$ cat src/rtl/go_seq_gen_pkg.sv
// Shared definitions for the go_seq_gen pattern transmitter: state encoding
// and the default detector-walking pattern.
package seq_gen_pkg;

  localparam logic [1:0] ST_IDLE = 2'b00;
  localparam logic [1:0] ST_SEND = 2'b01;
  localparam logic [1:0] ST_GAP  = 2'b10;
  localparam logic [1:0] ST_DONE = 2'b11;

  typedef enum logic [1:0] {
    IDLE = ST_IDLE,
    SEND = ST_SEND,
    GAP  = ST_GAP,
    DONE = ST_DONE
  } state_t;

  // Walks the eight-state go/op recogniser from idle to its terminal output.
  localparam logic [7:0] DEFAULT_PATTERN = 8'b1011_0101;

endpackage

$ cat src/rtl/go_seq_gen_shifter.sv
// Loadable left shifter; the MSB is the bit currently presented on go.
module seq_shifter #(
  parameter int WIDTH = 8
) (
  input  logic             clk,
  input  logic             reset,
  input  logic             load,
  input  logic             shift,
  input  logic [WIDTH-1:0] din,
  output logic             msb
);

  logic [WIDTH-1:0] shreg;

  // load wins over shift so a reload on the last bit starts the next copy cleanly
  always_ff @(posedge clk) begin
    if (reset) begin
      shreg <= '0;
    end else if (load) begin
      shreg <= din;
    end else if (shift) begin
      shreg <= {shreg[WIDTH-2:0], 1'b0};
    end
  end

  assign msb = shreg[WIDTH-1];

endmodule

$ cat src/rtl/go_seq_gen.sv
// Serial pattern transmitter for the go line of the Mealy sequence detectors:
// sends a latched pattern MSB-first, repeated with an optional idle gap.
module go_seq_gen
  import seq_gen_pkg::*;
#(
  parameter int WIDTH = 8,
  parameter int CNT_W = 4,
  parameter int GAP_W = 4
) (
  input  logic             clk,
  input  logic             reset,
  input  logic             start,
  input  logic [WIDTH-1:0] pattern,
  input  logic [CNT_W-1:0] reps,
  input  logic [GAP_W-1:0] gap,
  input  logic             abort,
  output logic             go,
  output logic             busy,
  output logic             done,
  output logic [1:0]       fsm_state
);

  localparam int BC_W = $clog2(WIDTH + 1);
  localparam logic [BC_W-1:0] BC_FULL = BC_W'(WIDTH);

  // Request/acknowledge: a start seen while busy is low is taken on that edge
  // together with pattern/reps/gap; while busy is high start is ignored.
  state_t           state;
  logic [WIDTH-1:0] pat_q;
  logic [BC_W-1:0]  bitcnt;
  logic [CNT_W-1:0] repcnt;
  logic [GAP_W-1:0] gapcnt;
  logic [GAP_W-1:0] gap_q;

  logic             accept;
  logic             last_bit;
  logic             last_rep;
  logic             reload_send;
  logic             reload_gap;
  logic             sh_load;
  logic             sh_shift;
  logic [WIDTH-1:0] sh_din;
  logic             msb;

  always_comb begin
    accept      = (state == IDLE) && start && !abort;
    last_bit    = (bitcnt == BC_W'(1));
    last_rep    = (repcnt <= CNT_W'(1));
    reload_send = (state == SEND) && !abort && last_bit && !last_rep &&
                  (gap_q == '0);
    reload_gap  = (state == GAP) && !abort && (gapcnt == GAP_W'(1));
    sh_load     = accept || reload_send || reload_gap;
    sh_din      = accept ? pattern : pat_q;
    sh_shift    = (state == SEND) && !abort && !sh_load;
  end

  seq_shifter #(.WIDTH(WIDTH)) u_shifter (
    .clk   (clk),
    .reset (reset),
    .load  (sh_load),
    .shift (sh_shift),
    .din   (sh_din),
    .msb   (msb)
  );

  always_ff @(posedge clk) begin
    if (reset) begin
      state  <= IDLE;
      pat_q  <= '0;
      bitcnt <= '0;
      repcnt <= '0;
      gapcnt <= '0;
      gap_q  <= '0;
    end else if (abort) begin
      state <= IDLE;
    end else begin
      case (state)
        IDLE: begin
          if (start) begin
            state  <= SEND;
            pat_q  <= pattern;
            repcnt <= (reps == '0) ? CNT_W'(1) : reps;
            gap_q  <= gap;
            bitcnt <= BC_FULL;
          end
        end
        SEND: begin
          if (last_bit) begin
            if (last_rep) begin
              state <= DONE;
            end else if (gap_q == '0) begin
              repcnt <= repcnt - CNT_W'(1);
              bitcnt <= BC_FULL;
            end else begin
              state  <= GAP;
              gapcnt <= gap_q;
              repcnt <= repcnt - CNT_W'(1);
            end
          end else begin
            bitcnt <= bitcnt - BC_W'(1);
          end
        end
        GAP: begin
          if (gapcnt == GAP_W'(1)) begin
            state  <= SEND;
            bitcnt <= BC_FULL;
          end else begin
            gapcnt <= gapcnt - GAP_W'(1);
          end
        end
        DONE: begin
          state <= IDLE;
        end
        default: begin
          state <= IDLE;
        end
      endcase
    end
  end

  assign go        = (state == SEND) && msb;
  assign done      = (state == DONE);
  assign busy      = (state != IDLE);
  assign fsm_state = state;

endmodule

$ cat config.mk
export PLATFORM = sky130hd
export DESIGN_NAME = go_seq_gen
export DESIGN_NICKNAME = d
export VERILOG_FILES = /design/src/rtl/go_seq_gen_pkg.sv /design/src/rtl/go_seq_gen_shifter.sv /design/src/rtl/go_seq_gen.sv
export SDC_FILE = /design/constraint.sdc
export NUM_CORES = 1
export LEC_CHECK = 0
export ABC_AREA = 1
export BUFFER_PORTS_ARGS = -buffer_cell sky130_fd_sc_hd__buf_4
export CAP_MARGIN = 5
export CORE_MARGIN = 1.5
export CORE_UTILIZATION = 55
export DETAILED_ROUTE_END_ITERATION = 10
export HOLD_SLACK_MARGIN = 0.06
export PLACE_DENSITY = 0.79
export SETUP_SLACK_MARGIN = 0.5
export SYNTH_ARGS = -nofsm -noshare
export SYNTH_HDL_FRONTEND = slang
export SYNTH_SLANG_ARGS = --single-unit
export TNS_END_PERCENT = 50
$ cat constraint.sdc
create_clock -name clk -period 1.75 [get_ports clk]
set_input_delay 0.35 -clock clk [delete_from_list [all_inputs] [get_ports clk]]
set_output_delay 0.35 -clock clk [all_outputs]
set_load 0.02 [all_outputs]
==> out/results.md <==
| Parameter | Reported | Unit |
|---|---|---|
| Result of the run | complete, no violations | - |
| Maximum clock frequency | 0.655 | GHz |
| Commonest register cell after synthesis | dfxtp_1 | - |
| Cell Rows | 21 | - |
| Critical path class | reg2out | - |
| Final Non-Filler Cells | 357 | - |
| Met3 track utilization from global routing | 6.51 | % |
| Total global routing track utilization | 24.3 | % |
| Area of the mapped netlist | 1880 | um^2 |
| Met2 usage | 39.5 | % |
| Remaining global-route overflow | 0 | - |
| Area of the core region | 3310 | um^2 |
| DIE AREA | 3770 | um^2 |
| Clock Skews | 9.35 | ps |
| Post-Syn Instances | 267 | - |
| Maximum fanout encountered on the critical timing path | 5 | - |
| Post-DRT Antenna Nets | 0 | - |
| Initial standard-cell utilization of the core | 56.7 | % |
| Nets | 336 | - |
| Data arrival time of the worst path | 1180 | ps |
| Top-level port count | 25 | - |
| Rel. slew slack | 79.2 | % |
| Wire length reported by the detailed router | 4340 | um |
| Number of maximum-capacitance constraint violations | 0 | - |
| Dominant cell type by area after synthesis | dfxtp_1 | - |
| Post-layout minimum cycle time | 1530 | ps |
| DRC violations left | 0 | - |
| Relative area change from synthesis to final layout | 34.8 | % |
| Top area cells in the synthesized netlist | dfxtp_1, nand2_1, nor2_1 | - |
| Fraction of registers with async set or reset after synthesis | 0 | % |
| Final number of hold-violating endpoints | 0 | - |
| Sequential cell area | 693 | um^2 |
| Number of diodes | 0 | - |
| Synth top area share | 36.3 | % |
| TritonCTS Buffers | 5 | - |
| Clk buf depth | 2 | - |
| Cells after DPL | 334 | - |
| Worst-Margin Slew | 309 | ps |
| Number of detailed-routing iterations run before antenna repair | 4 | - |
| Utilization of the core after routing | 76.4 | % |
| Sequential area share after synthesis | 36.3 | % |
| Deepest level of the CTS H-tree | 2 | - |
| Synthesis warning total | 0 | - |
| Hold slack final | 248 | ps |
| Most crowded layer after global routing | met2 | - |
| Horizontal die dimension | 61.4 | um |
| DRC violation total after the first TritonRoute iteration | 114 | - |
| Fraction of final layout cells with drive strength greater than 1 | 36.7 | % |
| Required time of the worst setup path | 1400 | ps |
| Leading cell types in the layout, fill and taps excluded | nand2_1, buf_4, nor2_1 | - |
| Synthesized flop and latch total | 34 | - |
| Total power | 1800 | uW |
| Clock transition at the register clock pins on the worst setup and hold paths after CTS | 110 | ps |
| Final setup viols | 0 | - |
| Power Density | 710 | nW/um^2 |
| Vertical die dimension | 61.4 | um |
| Area of the multi-input gates | 1230 | um^2 |
| Worst hold path class | in2reg | - |
| Grt met1 use | 31.3 | % |
| Vias in the first global route | 1609 | - |
| Period utilization | 87.2 | % |
| Most common cell after layout, fill and taps aside | nand2_1 | - |
| DR vias | 1862 | - |
| Number of different library cells in the post-synthesis netlist | 28 | - |
| Unrepaired setup endpoints after global routing | true | - |
| HPWL after detailed placement | 2860 | um |
| CTS Sinks | 34 | - |
| Setup_tns | 0 | ps |
| Avg Vias per Cell | 5.22 | - |
| Total nets after synthesis | 293 | - |
| Pins Over Slew Limit | 0 | - |
| Post-Syn Area per Cell | 7.02 | um^2 |
| First-pass GRT wire length | 6730 | um |
| Number of antenna violations at the first check in global routing | 0 | - |
| DR WL/cell | 12.2 | um |
| Leak Pwr | 0.00113 | uW |
| Critical Path Start Type | flop | - |
| Last weighted congestion value of the routability-driven placer | 0.856 | - |
| Number of buffer cells added on primary ports | 24 | - |
| Worst VDD drop | 641 | uV |
| Nature of the critical path endpoint | primary output | - |
| Clock Latency Late Sink | 350 | ps |
| Clock tree from TritonCTS | yes | - |
| Number of flops mapped to enable cells by yosys | 0 | - |
| Root buffer cell | clkbuf_4 | - |
| Count of fill cells added during filler insertion | 259 | - |
| Maximum number of pins on one net before global-route repair | 17 | - |
==> final cells by class <==
class | count | area share (%)
timing repair buffer | 42 | 13.6
sequential | 34 | 27.4
tap | 46 | 2.28
clock inverter | 2 | 0.445
inverter | 33 | 5.64
clock buffer | 6 | 2.03
multi-input combinational | 194 | 48.6
==> per-layer routing <==
layer	vias to the layer above	wire length, um
li1	953	-
met3	7	171
met1	862	1930
met2	40	2150
met5	-	0
met4	0	84
==> state kept, by name, summed over array words and instances, names as in the netlist <==
register and count:
repcnt 4, bitcnt 4, gapcnt 4, fsm_state 2
gap_q 4, pat_q 8, u_shifter.shreg 8
==> through the flow <==
stage	cell area, um^2	setup WS, ps
floorplan	1970	375
global placement	2180	118
detailed placement	2180	158
CTS	2390	248
global route	2530	150
finish	2530	223
==> report_power, final <==
| group | switching [uW] | total (uW) | internal [uW] |
|---|---|---|---|
| clock network | 286 | 481 | 194 |
| registers | 33.4 | 853 | 820 |
| logic | 263 | 462 | 199 |
| total | 583 | 1800 | 1210 |
==> path summary, 6_finish.rpt <==
path         slack, ps  depth (start not counted)            endpoint          from
max                220                          3                busy  fsm_state[0]
min                250                          3            gap_q[0]        gap[0]
max reg2reg        270                          9  u_shifter.shreg[4]  fsm_state[0]
min reg2reg        480                          2            pat_q[7]      pat_q[7]
==> synth_stat cells (2+ instances only) <==
cell and count:
a21oi_1 15, a21oi_2 3, buf_2 2, clkbuf_1 2, dfxtp_1 34, ha_1 6, inv_1 29, inv_2 4
mux2i_1 6, nand2_1 56, nand2_4 3, nand3_1 13, nand3_2 2, nand4_1 6, nor2_1 42, nor2_4 3
nor3_1 3, o21ai_0 24, o21ai_2 4, xnor2_1 2
==> repair_timing <==
| item | CTS | global route |
|---|---|---|
| setup endpoints to repair | 37 | 38 |
| gates resized for setup | 29 | 24 |
| buffers inserted | 8 | 7 |
| hold buffers | 0 | 0 |
| pin swaps | 10 | 1 |
==> cell families (layout without fill, tap and decap cells) <==
logic type                 after synthesis  after routing  share of synthesized area, %
DFF                                     34             34                          36.3
and+or+nand+nor                        131            131                          31.6
adders and majority gates                6              6                          4.00
muxes                                    6              6                          3.20
buffers and inverters                   39             83                          9.21
xor gates and xnor gates                 2              2                         0.934
AOI/OAI and AO/OA                       49             49                          14.8
==> critical path, stage by stage (launching register included) <==
cell and delay [ps]:
dfxtp_4 390, nor2_2 200, inv_1 70, buf_4 160
Note: power is estimated with default switching activity, not from simulation.
